**src/rtl/glyph_fetch_pipe_if.sv**
```systemverilog
// Video-in, font_rom and video-out signal bundle for glyph_fetch_pipe.
// slave = the fetch stage itself, master = pixel engine / ROM / downstream side.
interface glyph_fetch_pipe_if;
    logic        vpg_de;
    logic        vpg_hs;
    logic        vpg_vs;
    logic [23:0] vpg_d;
    logic [10:0] glyph_offset;
    logic        move_req;

    logic [10:0] rom_address;
    logic        rom_rden;
    logic        rom_q;

    logic        out_de;
    logic        out_hs;
    logic        out_vs;
    logic [23:0] out_d;
    logic        ovl_bit;
    logic        ovl_en;

    modport slave (
        input  vpg_de, vpg_hs, vpg_vs, vpg_d, glyph_offset, move_req, rom_q,
        output rom_address, rom_rden, out_de, out_hs, out_vs, out_d, ovl_bit, ovl_en
    );

    modport master (
        output vpg_de, vpg_hs, vpg_vs, vpg_d, glyph_offset, move_req, rom_q,
        input  rom_address, rom_rden, out_de, out_hs, out_vs, out_d, ovl_bit, ovl_en
    );
endinterface

```
**src/rtl/glyph_fetch_pipe.sv**
```systemverilog
// Raster-tracking glyph fetch: issues font_rom reads for the glyph box and re-times video.
// Define GLYPH_SCALE2X_EN to draw each glyph bit as a 2x2 pixel block.
module glyph_fetch_pipe #(
    parameter int unsigned H_ACTIVE = 1920,
    parameter int unsigned V_ACTIVE = 1080,
    parameter int unsigned GLYPH_W  = 16,
    parameter int unsigned GLYPH_H  = 32,
    parameter int unsigned ROM_LAT  = 1,
    parameter int unsigned X_INIT   = 300,
    parameter int unsigned Y_INIT   = 500,
    parameter int unsigned STEP_X   = 10,
    parameter int unsigned STEP_Y   = 18
) (
    input  logic              vpg_pclk,
    input  logic              reset,
    glyph_fetch_pipe_if.slave bus
);
    localparam int unsigned CNT_W  = 12;
    localparam int unsigned SUM_W  = 13;
    localparam int unsigned ADDR_W = 11;
    localparam int unsigned PIX_W  = 24;
    localparam int unsigned DLY_N  = ROM_LAT + 1;
`ifdef GLYPH_SCALE2X_EN
    localparam int unsigned BOX_W  = 2 * GLYPH_W;
    localparam int unsigned BOX_H  = 2 * GLYPH_H;
    localparam int unsigned SHIFT  = 1;
`else
    localparam int unsigned BOX_W  = GLYPH_W;
    localparam int unsigned BOX_H  = GLYPH_H;
    localparam int unsigned SHIFT  = 0;
`endif
    localparam int unsigned X_LIM  = H_ACTIVE - BOX_W;
    localparam int unsigned Y_LIM  = V_ACTIVE - BOX_H;

    typedef struct packed {
        logic             de;
        logic             hs;
        logic             vs;
        logic             in_box;
        logic [PIX_W-1:0] d;
    } vid_t;

    localparam vid_t VID_RST = '{de: 1'b0, hs: 1'b1, vs: 1'b1, in_box: 1'b0, d: '0};

    logic              r_vs_prev;
    logic              r_de_prev;
    logic              r_armed;
    logic [CNT_W-1:0]  r_x_cnt;
    logic [CNT_W-1:0]  r_y_cnt;
    logic [CNT_W-1:0]  r_x_pos;
    logic [CNT_W-1:0]  r_y_pos;
    logic [ADDR_W-1:0] r_off_q;
    logic [ADDR_W-1:0] r_rom_address;
    logic              r_rom_rden;
    vid_t              r_dly [DLY_N];
    logic              r_out_de;
    logic              r_out_hs;
    logic              r_out_vs;
    logic [PIX_W-1:0]  r_out_d;
    logic              r_ovl_bit;
    logic              r_ovl_en;

    logic              w_fs;
    logic              w_de_fall;
    logic              w_in_x;
    logic              w_in_y;
    logic              w_in_box;
    logic [SUM_W-1:0]  w_x_end;
    logic [SUM_W-1:0]  w_y_end;
    logic [SUM_W-1:0]  w_x_next;
    logic [SUM_W-1:0]  w_y_next;
    logic [CNT_W-1:0]  w_x_rel;
    logic [CNT_W-1:0]  w_y_rel;
    logic [CNT_W-1:0]  w_col;
    logic [CNT_W-1:0]  w_row;
    logic [ADDR_W-1:0] w_addr;
    vid_t              w_tail;

    // Box hit test, glyph-relative address and next box position.
    always_comb begin
        w_fs      = r_vs_prev & ~bus.vpg_vs;
        w_de_fall = r_de_prev & ~bus.vpg_de;
        w_x_end   = SUM_W'(r_x_pos) + SUM_W'(BOX_W);
        w_y_end   = SUM_W'(r_y_pos) + SUM_W'(BOX_H);
        w_in_x    = (r_x_cnt >= r_x_pos) && (SUM_W'(r_x_cnt) < w_x_end);
        w_in_y    = (r_y_cnt >= r_y_pos) && (SUM_W'(r_y_cnt) < w_y_end);
        w_in_box  = bus.vpg_de & r_armed & w_in_x & w_in_y;
        w_x_rel   = r_x_cnt - r_x_pos;
        w_y_rel   = r_y_cnt - r_y_pos;
        w_col     = w_x_rel >> SHIFT;
        w_row     = w_y_rel >> SHIFT;
        w_addr    = r_off_q + ADDR_W'(w_row * CNT_W'(GLYPH_W)) + ADDR_W'(w_col);
        w_x_next  = SUM_W'(r_x_pos) + SUM_W'(STEP_X);
        w_y_next  = SUM_W'(r_y_pos) + SUM_W'(STEP_Y);
        w_tail    = r_dly[DLY_N-1];
    end

    // Raster counters; x is the index of the current DE-high pixel.
    always_ff @(posedge vpg_pclk) begin
        if (reset) begin
            r_vs_prev <= 1'b1;
            r_de_prev <= 1'b0;
            r_x_cnt   <= '0;
            r_y_cnt   <= '0;
        end else begin
            r_vs_prev <= bus.vpg_vs;
            r_de_prev <= bus.vpg_de;
            r_x_cnt   <= bus.vpg_de ? r_x_cnt + CNT_W'(1) : '0;
            if (!bus.vpg_vs) begin
                r_y_cnt <= '0;
            end else if (w_de_fall) begin
                r_y_cnt <= r_y_cnt + CNT_W'(1);
            end
        end
    end

    // Box position and glyph base only change at frame start so a frame never tears.
    always_ff @(posedge vpg_pclk) begin
        if (reset) begin
            r_armed <= 1'b0;
            r_off_q <= '0;
            r_x_pos <= CNT_W'(X_INIT);
            r_y_pos <= CNT_W'(Y_INIT);
        end else if (w_fs) begin
            r_armed <= 1'b1;
            r_off_q <= bus.glyph_offset;
            if (bus.move_req) begin
                r_x_pos <= (w_x_next > SUM_W'(X_LIM)) ? '0 : CNT_W'(w_x_next);
                r_y_pos <= (w_y_next > SUM_W'(Y_LIM)) ? '0 : CNT_W'(w_y_next);
            end
        end
    end

    // Stage A: ROM request.
    always_ff @(posedge vpg_pclk) begin
        if (reset) begin
            r_rom_address <= '0;
            r_rom_rden    <= 1'b0;
        end else begin
            r_rom_address <= w_in_box ? w_addr : r_off_q;
            r_rom_rden    <= w_in_box;
        end
    end

    // Video delay line spanning the stage A register plus ROM latency.
    always_ff @(posedge vpg_pclk) begin
        if (reset) begin
            for (int i = 0; i < DLY_N; i++) begin
                r_dly[i] <= VID_RST;
            end
        end else begin
            r_dly[0] <= '{de: bus.vpg_de, hs: bus.vpg_hs, vs: bus.vpg_vs,
                          in_box: w_in_box, d: bus.vpg_d};
            for (int i = 1; i < DLY_N; i++) begin
                r_dly[i] <= r_dly[i-1];
            end
        end
    end

    // Output stage: ROM bit lands on the same cycle as its pixel and overlay enable.
    always_ff @(posedge vpg_pclk) begin
        if (reset) begin
            r_out_de  <= 1'b0;
            r_out_hs  <= 1'b1;
            r_out_vs  <= 1'b1;
            r_out_d   <= '0;
            r_ovl_bit <= 1'b0;
            r_ovl_en  <= 1'b0;
        end else begin
            r_out_de  <= w_tail.de;
            r_out_hs  <= w_tail.hs;
            r_out_vs  <= w_tail.vs;
            r_out_d   <= w_tail.d;
            r_ovl_bit <= bus.rom_q & w_tail.in_box;
            r_ovl_en  <= w_tail.in_box;
        end
    end

    assign bus.rom_address = r_rom_address;
    assign bus.rom_rden    = r_rom_rden;
    assign bus.out_de      = r_out_de;
    assign bus.out_hs      = r_out_hs;
    assign bus.out_vs      = r_out_vs;
    assign bus.out_d       = r_out_d;
    assign bus.ovl_bit     = r_ovl_bit;
    assign bus.ovl_en      = r_ovl_en;
endmodule
```
**src/flat_wrapper.sv**
```systemverilog
// flat-port wrapper written by rule: the top's interface ports become plain ports
module glyph_fetch_pipe_flat 
#(
    parameter int unsigned H_ACTIVE = 1920,
    parameter int unsigned V_ACTIVE = 1080,
    parameter int unsigned GLYPH_W  = 16,
    parameter int unsigned GLYPH_H  = 32,
    parameter int unsigned ROM_LAT  = 1,
    parameter int unsigned X_INIT   = 300,
    parameter int unsigned Y_INIT   = 500,
    parameter int unsigned STEP_X   = 10,
    parameter int unsigned STEP_Y   = 18
)
  (vpg_pclk, reset, bus_vpg_de, bus_vpg_hs, bus_vpg_vs, bus_vpg_d, bus_glyph_offset, bus_move_req, bus_rom_q, bus_rom_address, bus_rom_rden, bus_out_de, bus_out_hs, bus_out_vs, bus_out_d, bus_ovl_bit, bus_ovl_en);
  glyph_fetch_pipe_if bus_i ();
  input  logic vpg_pclk;
  input  logic reset;
  input wire logic [$bits(bus_i.vpg_de)-1:0] bus_vpg_de;
  input wire logic [$bits(bus_i.vpg_hs)-1:0] bus_vpg_hs;
  input wire logic [$bits(bus_i.vpg_vs)-1:0] bus_vpg_vs;
  input wire logic [$bits(bus_i.vpg_d)-1:0] bus_vpg_d;
  input wire logic [$bits(bus_i.glyph_offset)-1:0] bus_glyph_offset;
  input wire logic [$bits(bus_i.move_req)-1:0] bus_move_req;
  input wire logic [$bits(bus_i.rom_q)-1:0] bus_rom_q;
  output wire logic [$bits(bus_i.rom_address)-1:0] bus_rom_address;
  output wire logic [$bits(bus_i.rom_rden)-1:0] bus_rom_rden;
  output wire logic [$bits(bus_i.out_de)-1:0] bus_out_de;
  output wire logic [$bits(bus_i.out_hs)-1:0] bus_out_hs;
  output wire logic [$bits(bus_i.out_vs)-1:0] bus_out_vs;
  output wire logic [$bits(bus_i.out_d)-1:0] bus_out_d;
  output wire logic [$bits(bus_i.ovl_bit)-1:0] bus_ovl_bit;
  output wire logic [$bits(bus_i.ovl_en)-1:0] bus_ovl_en;
  assign bus_i.vpg_de = bus_vpg_de;
  assign bus_i.vpg_hs = bus_vpg_hs;
  assign bus_i.vpg_vs = bus_vpg_vs;
  assign bus_i.vpg_d = bus_vpg_d;
  assign bus_i.glyph_offset = bus_glyph_offset;
  assign bus_i.move_req = bus_move_req;
  assign bus_i.rom_q = bus_rom_q;
  assign bus_rom_address = bus_i.rom_address;
  assign bus_rom_rden = bus_i.rom_rden;
  assign bus_out_de = bus_i.out_de;
  assign bus_out_hs = bus_i.out_hs;
  assign bus_out_vs = bus_i.out_vs;
  assign bus_out_d = bus_i.out_d;
  assign bus_ovl_bit = bus_i.ovl_bit;
  assign bus_ovl_en = bus_i.ovl_en;
  glyph_fetch_pipe #(.H_ACTIVE(H_ACTIVE), .V_ACTIVE(V_ACTIVE), .GLYPH_W(GLYPH_W), .GLYPH_H(GLYPH_H), .ROM_LAT(ROM_LAT), .X_INIT(X_INIT), .Y_INIT(Y_INIT), .STEP_X(STEP_X), .STEP_Y(STEP_Y)) u_core (.vpg_pclk(vpg_pclk), .reset(reset), .bus(bus_i));
endmodule
```
**config.mk**
```make
export PLATFORM = sky130hd
export DESIGN_NAME = glyph_fetch_pipe_flat
export DESIGN_NICKNAME = d
export VERILOG_FILES = /design/src/rtl/glyph_fetch_pipe_if.sv /design/src/rtl/glyph_fetch_pipe.sv /design/src/flat_wrapper.sv
export SDC_FILE = /design/constraint.sdc
export NUM_CORES = 1
export LEC_CHECK = 0
export CAP_MARGIN = 20
export CORE_MARGIN = 3
export CORE_UTILIZATION = 28
export CTS_BUF_LIST = sky130_fd_sc_hd__clkbuf_16
export DETAILED_ROUTE_END_ITERATION = 8
export PLACE_DENSITY = 0.47
export SYNTH_ARGS = -nofsm -noshare
export SYNTH_HDL_FRONTEND = slang
export SYNTH_SLANG_ARGS = --single-unit
```
**constraint.sdc**
```tcl
create_clock -name vpg_pclk -period 5.2 [get_ports vpg_pclk]
set_input_delay 1.56 -clock vpg_pclk [delete_from_list [all_inputs] [get_ports vpg_pclk]]
set_output_delay 1.56 -clock vpg_pclk [all_outputs]
set_load 0.005 [all_outputs]
```
==> results.yml <==
layout:
  nFillCells: 2756
  layout-drive-gt1-share: 0.0700
  diodes: 0
  area_growth_pct: 23.1
  final_core_util: 0.355
  fin_nets: 1002
  fin_cells: 1235
logic_synthesis:
  synth_edf_count: 0
  synth.most_common_cell: "dfxtp_1"
  synth_area_leaders: "dfxtp_1 (40%), ha_1 (9.2%), nor2b_1 (6.6%)"
  async_flop_share: 0
  syn_inst: 814
  synth-seq-area-share: 0.405
  synth.distinct_cells: 72
  yosys.area.top_type: "dfxtp_1"
  ys_ff_latch: 154
  synth_common_cells: "dfxtp_1 (154), nor2b_1 (80), inv_1 (65)"
  syn_area_per_cell_um2: 9.35
  netlist_area_um2: 7610
  ys.flop_type: "dfxtp_1"
  netlist.area_leader.share: 0.405
  yosysWarnings: 0
clock_tree:
  cts_tree: "done"
  ctsHtreeMaxLevel: 4
  cts_buffer_depth: 2
  hold_buffers: 0
  cts-resized-gates: 0
  clockRootBuffer: "clkbuf_16"
  clk_pin_slew_worst_paths_ns: 0.07
  cts_sinks: 154
  cts_made_buffers: 17
  postCtsSetupRepairBufs: 0
  worstSkewPairLatency_ns: 0.43
job:
  max_cap_violations: 0
pwr:
  power_leakage_nw: 3.73
  power_w: 0.00296
  ir_drop_mv: 0.218
  power_frac_seq: 0.427
  clock_power_share: 0.425
  power_switching_share: 0.293
  p_comb_frac: 0.148
  power.density_nw_per_um2: 315
  p_int_w: 0.00209
  switchingPower_w: 0.000867
critical_path:
  reg2reg_to: "u_core.bus.rom_address[10]$_SDFF_PP0_"
  crit_arrival_ns: 4.24
  crit_path_start_kind: "flip-flop"
  crit_path_end: "u_core.bus.rom_address[10]$_SDFF_PP0_"
  ff2ff_path_depth: 15
  cp-end-kind: "flip-flop"
  cp-startpoint: "u_core.r_y_pos[1]$_SDFFE_PP0P_"
  worstPathRequired_ns: 5.50
  r2r_slack_ns: 1.26
  crit_fanout: 8
  timing.rr.start: "u_core.r_y_pos[1]$_SDFFE_PP0P_"
  crit_type: "reg2reg"
timing:
  setup_violations: 0
  holdWs_ns: 0.413
  setup-tns-final_ns: 0
  period_share: 0.757
  worstMarginPinSlew_ns: 0.674
  max-slew-margin-rel: 0.546
  fin_skew_ns: 0.0168
  finalHoldViolCount: 0
  rsz0062_at_grt: "no"
  max_freq_mhz: 254
  drv_slew: 0
  fin_crit_ns: 3.94
die:
  start_util: 0.288
  core_area_um2: 26400
  ios: 83
  die_y_um: 171
  rows: 59
  die_w_um: 171
  die-area_um2: 29200
place:
  hpwl_mm: 13.3
  place.gp.congestion: 0.791
  place_inst: 1203
  portBuffers: 82
global_routing:
  grt_pass1_wl_mm: 29.2
  grt_pass1_vias: 5259
  antenna_found_initial: 0
  grt_use_total: 0.128
  grt-ovfl-total: 0
  grt_max_degree: 96
min_path:
  hp-class: "reg2reg"
  min-delay-start: "u_core.r_dly[0][54]$_SDFF_PP1_"
routing:
  first_pass_iters: 4
  routed_wl_mm: 18.1
  drtAntennaViolNets: 0
  wl_per_cell_um: 14.7
  drcViolationCount: 0
  drt-vias-per-instance: 4.48
  drtIter0Drc: 249
  via_count: 5528
status:
  outcome: "completed"
[how the worst min path moves through the flow]
stage / end / slack, ns / cells past startpoint
after floorplan: u_core.bus.out_hs$_SDFF_PP1_ / 0.39 / 1
after global placement: u_core.r_dly[0][54]$_SDFF_PP1_ / 0.39 / 1
after detailed placement: u_core.bus.out_hs$_SDFF_PP1_ / 0.39 / 1
after CTS: u_core.r_dly[0][54]$_SDFF_PP1_ / 0.41 / 1
after global routing: u_core.bus.out_hs$_SDFF_PP1_ / 0.43 / 1
final: u_core.bus.out_hs$_SDFF_PP1_ / 0.41 / 1
[layer usage]
layer / global-route usage / up-vias / routed length (µm)
li1: - / 2874 / -
met1: 0.174 / 2565 / 8720
met2: 0.208 / 82 / 8670
met3: 0.0300 / 7 / 636
met4: 0.0276 / 0 / 94
met5: 0 / - / 0
[layout by cell type, fill, tap and decap left out, types with 4 or more instances in the layout]
cell type	count
inv_1	65
dfxtp_1	154
nand4_1	4
nand3_1	18
nand2_1	49
mux2i_1	11
and2_1	4
a211oi_1	5
or2_2	6
nand2b_1	9
a221o_1	6
xnor2_1	41
o21ai_1	6
xor2_1	14
o21ai_0	21
nor2b_1	80
clkinv_8	8
buf_4	5
o21a_1	4
and3_1	8
a21oi_1	44
nor2_1	63
nor4_1	6
a21o_1	15
ha_1	56
clkdlybuf4s50_1	81
nor3_1	13
fa_1	17
o31ai_1	4
clkbuf_16	17
[critical path, stage by stage, from the launching register on]
cell,delay [ns]
dfxtp_1,0.49
inv_1,0.16
ha_1,0.35
o21ai_0,0.16
nand2b_1,0.08
xnor2_1,0.19
fa_1,0.46
fa_1,0.51
inv_1,0.04
ha_1,0.22
or4_1,0.48
a21oi_1,0.21
o31ai_1,0.14
xnor2_1,0.14
mux2i_1,0.14
nor2_1,0.05
[through the flow]
step                      setup slack [ns]  area (µm²)
after floorplan                       1.60        7620
after global placement                1.32        8750
after detailed placement              1.26        8750
after CTS                             1.25        9370
after global routing                 0.999        9370
final                                 1.26        9370
[sequential cells by signal (all words and copies together), names as in the netlist, 11 cells and up]
register and count:
u_core.bus.rom_address 11, u_core.r_y_cnt 12, u_core.r_off_q 11, u_core.r_y_pos 11
u_core.r_x_pos 11, u_core.bus.out_d 24, u_core.r_dly 56, u_core.r_x_cnt 12
[area by class of cell]
cell class,instances,area [µm²],share of cell area
tap,335,419,0.0447
multi-input combinational,561,4130,0.441
sequential,154,3080,0.329
timing repair buffer,87,868,0.0926
clock inverter,15,199,0.0212
clock buffer,17,425,0.0454
inverter,66,248,0.0264
[power groups by stage]
stage / clock (W) / sequential (W) / combinational [W]
after detailed placement: 0 / 0.00129 / 0.000441
final: 0.00126 / 0.00126 / 0.000437
after CTS: 0.00131 / 0.00126 / 0.000443
after floorplan: 0 / 0.00127 / 0.000331
after global placement: 0 / 0.00129 / 0.000441
after global routing: 0.00136 / 0.00127 / 0.000498
[cells by family (layout without fill, tap and decap cells)]
logic type               Yosys count  count (layout)  share of synthesized area
other                              1               2                   0.000492
AO/OA/AOI/OAI                    139             139                      0.130
flip-flops                       154             154                      0.405
buffers and inverters            100             185                     0.0531
XOR/XNOR                          55              55                     0.0633
adder cells (fa/ha/maj)           73              73                      0.137
multiplexers                      12              12                     0.0159
AND/OR/NAND/NOR                  280             280                      0.196
(Power assumes the default switching activity.)
